<file path="src/rtl/parity_pkg.sv">
// Shared types for the parity frame serializer and its downstream checker.
package parity_pkg;

  typedef enum logic [1:0] {
    IDLE,
    DATA,
    PARITY
  } state_t;

  localparam int PARITY_EVEN     = 0;
  localparam int PARITY_ODD_MODE = 1;

endpackage

</file>
<file path="src/rtl/parity_frame_serializer.sv">
// LSB-first word serializer with an appended parity bit; first bit appears the cycle after accept.
// data_ready is low while data bits are shifting, so upstream holds its word; frames run back-to-back.
module parity_frame_serializer
  import parity_pkg::*;
#(
  parameter int WIDTH      = 8,
  parameter int PARITY_ODD = PARITY_EVEN
) (
  input  logic             clock,
  input  logic             reset,
  input  logic [WIDTH-1:0] data_in,
  input  logic             data_valid,
  output logic             data_ready,
  output logic             x,
  output logic             bit_valid,
  output logic             frame_start,
  output logic             frame_end
);

  localparam int            CW       = $clog2(WIDTH);
  localparam logic [CW-1:0] LAST_BIT = CW'(WIDTH - 1);
  localparam logic          PAR_INV  = (PARITY_ODD != 0);

  state_t           r_state;
  logic [WIDTH-1:0] r_shift;
  logic [CW-1:0]    r_cnt;
  logic             r_parity;
  logic             r_x;
  logic             r_bit_valid;
  logic             r_frame_start;
  logic             r_frame_end;
  logic             w_accept;

  assign data_ready  = (r_state != DATA);
  assign w_accept    = data_valid && data_ready;
  assign x           = r_x;
  assign bit_valid   = r_bit_valid;
  assign frame_start = r_frame_start;
  assign frame_end   = r_frame_end;

  // r_shift holds the bits not yet driven onto x; bit 0 goes out on the accept edge itself.
  always_ff @(posedge clock or posedge reset) begin
    if (reset) begin
      r_state       <= IDLE;
      r_shift       <= '0;
      r_cnt         <= '0;
      r_parity      <= 1'b0;
      r_x           <= 1'b0;
      r_bit_valid   <= 1'b0;
      r_frame_start <= 1'b0;
      r_frame_end   <= 1'b0;
    end else begin
      r_frame_start <= 1'b0;
      r_frame_end   <= 1'b0;
      case (r_state)
        DATA: begin
          if (r_cnt == LAST_BIT) begin
            r_state     <= PARITY;
            r_x         <= r_parity;
            r_frame_end <= 1'b1;
          end else begin
            r_cnt   <= r_cnt + 1'b1;
            r_x     <= r_shift[0];
            r_shift <= r_shift >> 1;
          end
        end
        default: begin
          if (w_accept) begin
            r_state       <= DATA;
            r_shift       <= data_in >> 1;
            r_x           <= data_in[0];
            r_cnt         <= '0;
            r_parity      <= (^data_in) ^ PAR_INV;
            r_bit_valid   <= 1'b1;
            r_frame_start <= 1'b1;
          end else begin
            r_state     <= IDLE;
            r_x         <= 1'b0;
            r_bit_valid <= 1'b0;
          end
        end
      endcase
    end
  end

endmodule

</file>
<file path="config.mk">
export PLATFORM = sky130hd
export DESIGN_NAME = parity_frame_serializer
export DESIGN_NICKNAME = d
export VERILOG_FILES = /design/src/rtl/parity_pkg.sv /design/src/rtl/parity_frame_serializer.sv
export SDC_FILE = /design/constraint.sdc
export NUM_CORES = 1
export LEC_CHECK = 0
export ABC_AREA = 1
export BUFFER_PORTS_ARGS = -buffer_cell sky130_fd_sc_hd__buf_4
export CORE_ASPECT_RATIO = 1.2
export CORE_MARGIN = 10
export CORE_UTILIZATION = 40
export CTS_BUF_LIST = sky130_fd_sc_hd__clkbuf_8
export CTS_CLUSTER_DIAMETER = 50
export CTS_CLUSTER_SIZE = 30
export DETAILED_ROUTE_END_ITERATION = 16
export HOLD_SLACK_MARGIN = 0.05
export PLACE_DENSITY = 0.64
export SYNTH_ARGS = -nofsm -noshare
export SYNTH_HDL_FRONTEND = slang
export SYNTH_SLANG_ARGS = --single-unit
</file>
<file path="constraint.sdc">
create_clock -name clock -period 1.6 [get_ports clock]
set_clock_uncertainty 0.15 [all_clocks]
set_input_delay 0.08 -clock clock [delete_from_list [all_inputs] [get_ports clock]]
set_output_delay 0.08 -clock clock [all_outputs]
set_load 0.005 [all_outputs]
</file>
# == After elaboration in Yosys (flattened, before gate mapping) ==
# Cells that the tools add are included.
# totals
ff_bits,18
in_bits,11
output_inout_bits,5
word_cells,36
# classes
add_sub_neg,1
eq_ne,5
mux,16
bitwise_logic,1
reduce_logical,5
# op_table
operator,count
two-way mux 8 bit,3
two-way mux 3 bit,3
two-way mux 1 bit,8
parity 8 bit,1
two-way mux 2 bit,2
!= test 2 bit (second input constant),2
AND reduction 2 bit,2
adder 3 x 1 -> 3 bit (second input constant),1
== test 3 bit (second input constant),1
== test 2 x 1 -> 1 bit (second input constant),1
!= test 2 x 1 -> 1 bit (second input constant),1
nonzero test 2 bit,1
logical AND 1 bit,1
NOT 1 bit,1

# == Depth between registers and ports, before layout ==
# depth
ltp_word,4
mapped_depth,10
mapped_depth_nobuf,10

# == Worst setup path before layout ==
# No wires, ideal clock.
# synth_path
kind,flip-flop to flip-flop
from,register r_cnt[0]
to,register r_shift[1]
setup_time_ps,82
t_arrival_ps,1267
t_required_ps,1368
slack_ps,101
stages_incl_launch_ff,9
n_path_buf,1
period_less_slack_ps,1499
cell_sequence,dfrtp_1 ha_1 ha_1 inv_2 nand2_2 nand2_2 buf_6 nor2_1 a31oi_1
# synth_between
elab_chain_cells,3
# synth_lines
element,line,rtl
"start, declared",parity_frame_serializer.sv:26,logic [CW-1:0] r_cnt;
"start signal, assigned",parity_frame_serializer.sv:62,r_cnt <= r_cnt + 1'b1;
== test 3 bit,parity_frame_serializer.sv:57,if (r_cnt == LAST_BIT) begin
!= test 2 bit (no source line),--,
AND reduction 2 bit (no source line),--,
"end signal, assigned",parity_frame_serializer.sv:64,r_shift <= r_shift >> 1;
"end signal, assigned",parity_frame_serializer.sv:70,r_shift <= data_in >> 1;
"end, declared",parity_frame_serializer.sv:25,logic [WIDTH-1:0] r_shift;
# Every way passes these cells.
# A chain may end at the register's enable or synchronous reset.

# == Worst setup path in the final report ==
# layout_path
from,register r_cnt[1]
to,register r_shift[4]
# The elaborated chain is that of the path after synthesis.

==> out/metrics.sh <==
SETUP.WORST_PATH.START='r_cnt[1]'
VIA_DENSITY_PER_INSTANCE=4.59
PATH_DEPTH=8
DIE_AREA_UM2=4500
MAXIMUM_ACHIEVABLE_FREQUENCY_MHz=653
GRT_PASS1_VIAS=829
YS_TYPES=14
CRITPATHCAPTURETYPE='flop'
CRITICAL-PATH-TOP-DELAY-FAMILY='flip-flops'
IO-PIN-COUNT=16
SYNTHESIS.AREA_UM2=885
DIE-HEIGHT_UM=71.5
SYNTH_LARGEST_TYPE_AREA_FRACTION_PCT=48.1
SYNTH_ENABLE_FLOP_CELLS=0
CLOCK-ROOT-BUFFER='sky130_fd_sc_hd__clkbuf_8'
ANTENNA_VIOLATIONS_BEFORE_REPAIR=0
R2R_END='r_shift[4]'
PLACEMENTROWS=18
MAX_SLEW_MARGIN_PCT=57.6
SEQ_AREA_FRAC_SYNTH_PCT=48.1
DRT_PRE_ANTENNA_ITERS=4
WIRE_LENGTH_OF_THE_FIRST_GLOBAL_ROUTING_PASS_UM=3420
TIMING.CRITICAL_PATH.REQUIRED_NS=1.62
POWER_DENSITY_nW_PER_UM2=1620
CTS_MAX_PATH_BUFFERS=2
SYNTH_COMPOUND_GATE_AREA_SHARE_PCT=7.21
FINISH.NET_COUNT=166
SYNTH.MOST_COMMON_CELL='sky130_fd_sc_hd__nand2_1'
TIMING.FINAL.MAX_SLEW_VIOLATIONS=0
INITIAL_CORE_UTIL_PCT=42.2
LEAKAGE_nW=0.674
DOMINANT_COMBINATIONAL_CELL_FAMILY_BY_AREA_AFTER_SYNTHESIS='simple AND/OR/NAND/NOR gates'
DPL.HPWL_UM=1420
AREA_SHARE_OF_XOR_XNOR_CELLS_IN_THE_SYNTHESIZED_DESIGN_PCT=0.990
REGISTER_AREA_UM2=425
TIMING.CRITICAL_PATH.FANOUT_MAX=7
BUFFER_PORTS.INSERTED=15
SYNTHADDERAREAFRAC_PCT=4.24
DRC_VIOLATION_COUNT_AFTER_ROUTING=0
HOLD_PATH.CLASS='input pin to flop'
SYNTH.FF_LATCH_COUNT=17
FRACTION_OF_LAYOUT_INSTANCES_USING_A_DRIVE_STRENGTH_ABOVE_1_PCT=23.2
CTS_BUFFERS=3
LAYOUT_FILLERS=191
SYNTH_MUX_AREA_SHARE_PCT=0
TOTAL_OVERFLOW_REPORTED_BY_THE_GLOBAL_ROUTER=0
WORSTSETUPPATHTYPE='flop to flop'
PATH_BUF_INV=2
GRTUSAGETOTAL_PCT=9.14
SYN-INSTANCE-COUNT=118
SYNTH_TOP_CELLS_BY_COUNT='sky130_fd_sc_hd__nand2_1 (45), sky130_fd_sc_hd__dfrtp_1 (17), sky130_fd_sc_hd__nor2_1 (13)'
CLK_TRANSITION_REPORTED_PATHS_NS=0.06
TIMING.SETUP.TNS_NS=0
CLOCK_TREE_FROM_TRITONCTS='built'
AREA_USED_BY_MULTI_INPUT_COMBINATIONAL_LOGIC_UM2=392
VDD.IR_DROP.WORST_mV=0.656
DESIGN.CORE.AREA_UM2=2090
PRECTSSETUPSLACK_NS=0.00954
DRTANTENNAVIOLNETS=0
FINAL.MIN_CLOCK_PERIOD_NS=1.53
R2R-START='r_cnt[1]'
SYNTH_FP_NETS=132
DIE_SPAN_X_UM=62.9
WORSTPATHARRIVAL_NS=1.55
MAX-CAP-VIOLATIONS=0
WIRE_PER_INST_UM=10.9
GRT_START_MAX_NET_PINS=18
HOLD_VIOLATIONS=0
CLKSINKCOUNT=17
REG2REG_DEPTH=8
FINALWORSTSETUPSLACK_NS=0.0695
N_ANTENNA_CELL=0
FINALWIRELENGTH_UM=1980
DRT_ITER0_MARKERS=19
NUMBER_OF_H_TREE_LEVELS=1
SYNTHDOMINANTAREACELLTYPE='sky130_fd_sc_hd__dfrtp_1'
SYNTH.TOP_CELLS.BY_AREA='sky130_fd_sc_hd__dfrtp_1 (48%), sky130_fd_sc_hd__nand2_1 (19%), sky130_fd_sc_hd__nor2_1 (5.5%)'
TIMING_WORST_SLEW_PIN_VALUE_NS=0.635
DESIGN_POWER_TOTAL_mW=1.99
CLKLATENCYLATEPIN_NS=0.25
FF2FF_SETUP_SLACK_NS=0.07
WORSTSETUPENDPOINT='r_shift[4]'
SYNTHESIS.YOSYS.WARNINGS=0
CPPEAKSTAGEDELAY_NS=0.39
POST_SYNTH.CELL_AREA_AVG_UM2=7.50
CPMAXSTAGEDELAYCELL='sky130_fd_sc_hd__dfrtp_1'
SYNTHSIMPLEGATEAREAFRAC_PCT=30.1
ASYNC_RESET_FF_SHARE_PCT=100
NUM_VIAS=830
SYNTHTOLAYOUTAREAGROWTH_PCT=39.0
SETUP_VIOLATIONS=0
START_KIND='flop'
STATUS='finished, final reports clean'
YOSYS_MOST_USED_DFF='sky130_fd_sc_hd__dfrtp_1'
GP_CONGESTION=0.797
POST-ROUTE-PERIOD-UTIL_PCT=95.7
SERIES_OF_CELL_INSTANCES_ALONG_THE_CRITICAL_PATH='ha_2 > ha_2 > inv_2 > nand2_4 > nand2_4 > buf_6 > nor2_1 > a31oi_1'
## worst min-delay path by stage
stage	from	endpoint	slack [ns]	cells after the start
floorplan	reset	bit_valid	-0.14	1
CTS	data_valid	r_shift[2]	0.12	4
finish	data_valid	bit_valid	0.15	4
detailed placement	reset	x	0.06	2
global route	data_valid	bit_valid	0.17	4
global placement	reset	x	0.06	2
## placed cells by master, fill, tap and decap left out, drive strengths merged
cell         Yosys  layout
a31oi            6       6
buf              4      24
clkbuf           0       3
dfrtp           17      17
dlygate4sd3      0       9
ha               3       3
inv             15      16
nand2           48      48
nand3            6       6
nor2            13      13
o21ai            4       4
o22ai            1       1
xnor2            1       1
## timing repair
item                       4_1_cts  5_1_grt
hold buffers                     9        0
pin swaps                        0        2
setup endpoints to repair        1        4
setup buffers                    0        6
hold endpoints to repair        25        0
gates resized for setup          1        6
## per-layer routing
layer  up-vias  track usage, %  routed length (um)
li1        428               -                   -
met1       379            9.17                 828
met2        21            17.1                1030
met3         2            1.40                  91
met4         0            5.97                  27
met5         -               0                   0
## sequential cells by signal, indices dropped and copies added (netlist names)
signal,count
frame_start,1
frame_end,1
r_state,2
bit_valid,1
r_shift,7
x,1
r_parity,1
r_cnt,3
## worst register-to-register path, cell delays in order (launching register included)
cell and delay, ns:
sky130_fd_sc_hd__dfrtp_1 0.39, sky130_fd_sc_hd__ha_2 0.20, sky130_fd_sc_hd__ha_2 0.17, sky130_fd_sc_hd__inv_2 0.09
sky130_fd_sc_hd__nand2_4 0.06, sky130_fd_sc_hd__nand2_4 0.10, sky130_fd_sc_hd__buf_6 0.12, sky130_fd_sc_hd__nor2_1 0.04
sky130_fd_sc_hd__a31oi_1 0.13
## metrics by stage
stage          utilization [%]  std cells  instance area, um^2  hold slack [ns]
6_report                  58.7        181                 1230            0.147
5_1_grt                   58.7        181                 1230            0.170
4_1_cts                   55.9        175                 1170            0.121
3_5_place_dp              49.2        162                 1030           0.0562
3_3_place_gp              49.2        162                 1030           0.0551
2_1_floorplan                -        118                  885           -0.144
## final cells by class
type                       count  area share [%]
sequential                    17            34.6
multi-input combinational     82            31.8
timing repair buffer          33            22.3
inverter                      15            4.58
clock buffer                   3            3.36
tap                           30            3.05
clock inverter                 1           0.305
## cell families (layout without fill, tap and decap cells)
kind of cell / count (synthesis) / in the layout
buffers and inverters: 19 / 52
adder cells (fa/ha/maj): 3 / 3
flip-flops: 17 / 17
XOR/XNOR: 1 / 1
AO/OA/AOI/OAI: 11 / 11
AND/OR/NAND/NOR: 67 / 67
## power breakdown
part	leakage [nW]	internal, mW	switching [mW]
Combinational	0.438	0.460	0.493
Sequential	0.209	0.627	0.102
Clock	0.0269	0.170	0.137
(Power assumes the default switching activity.)
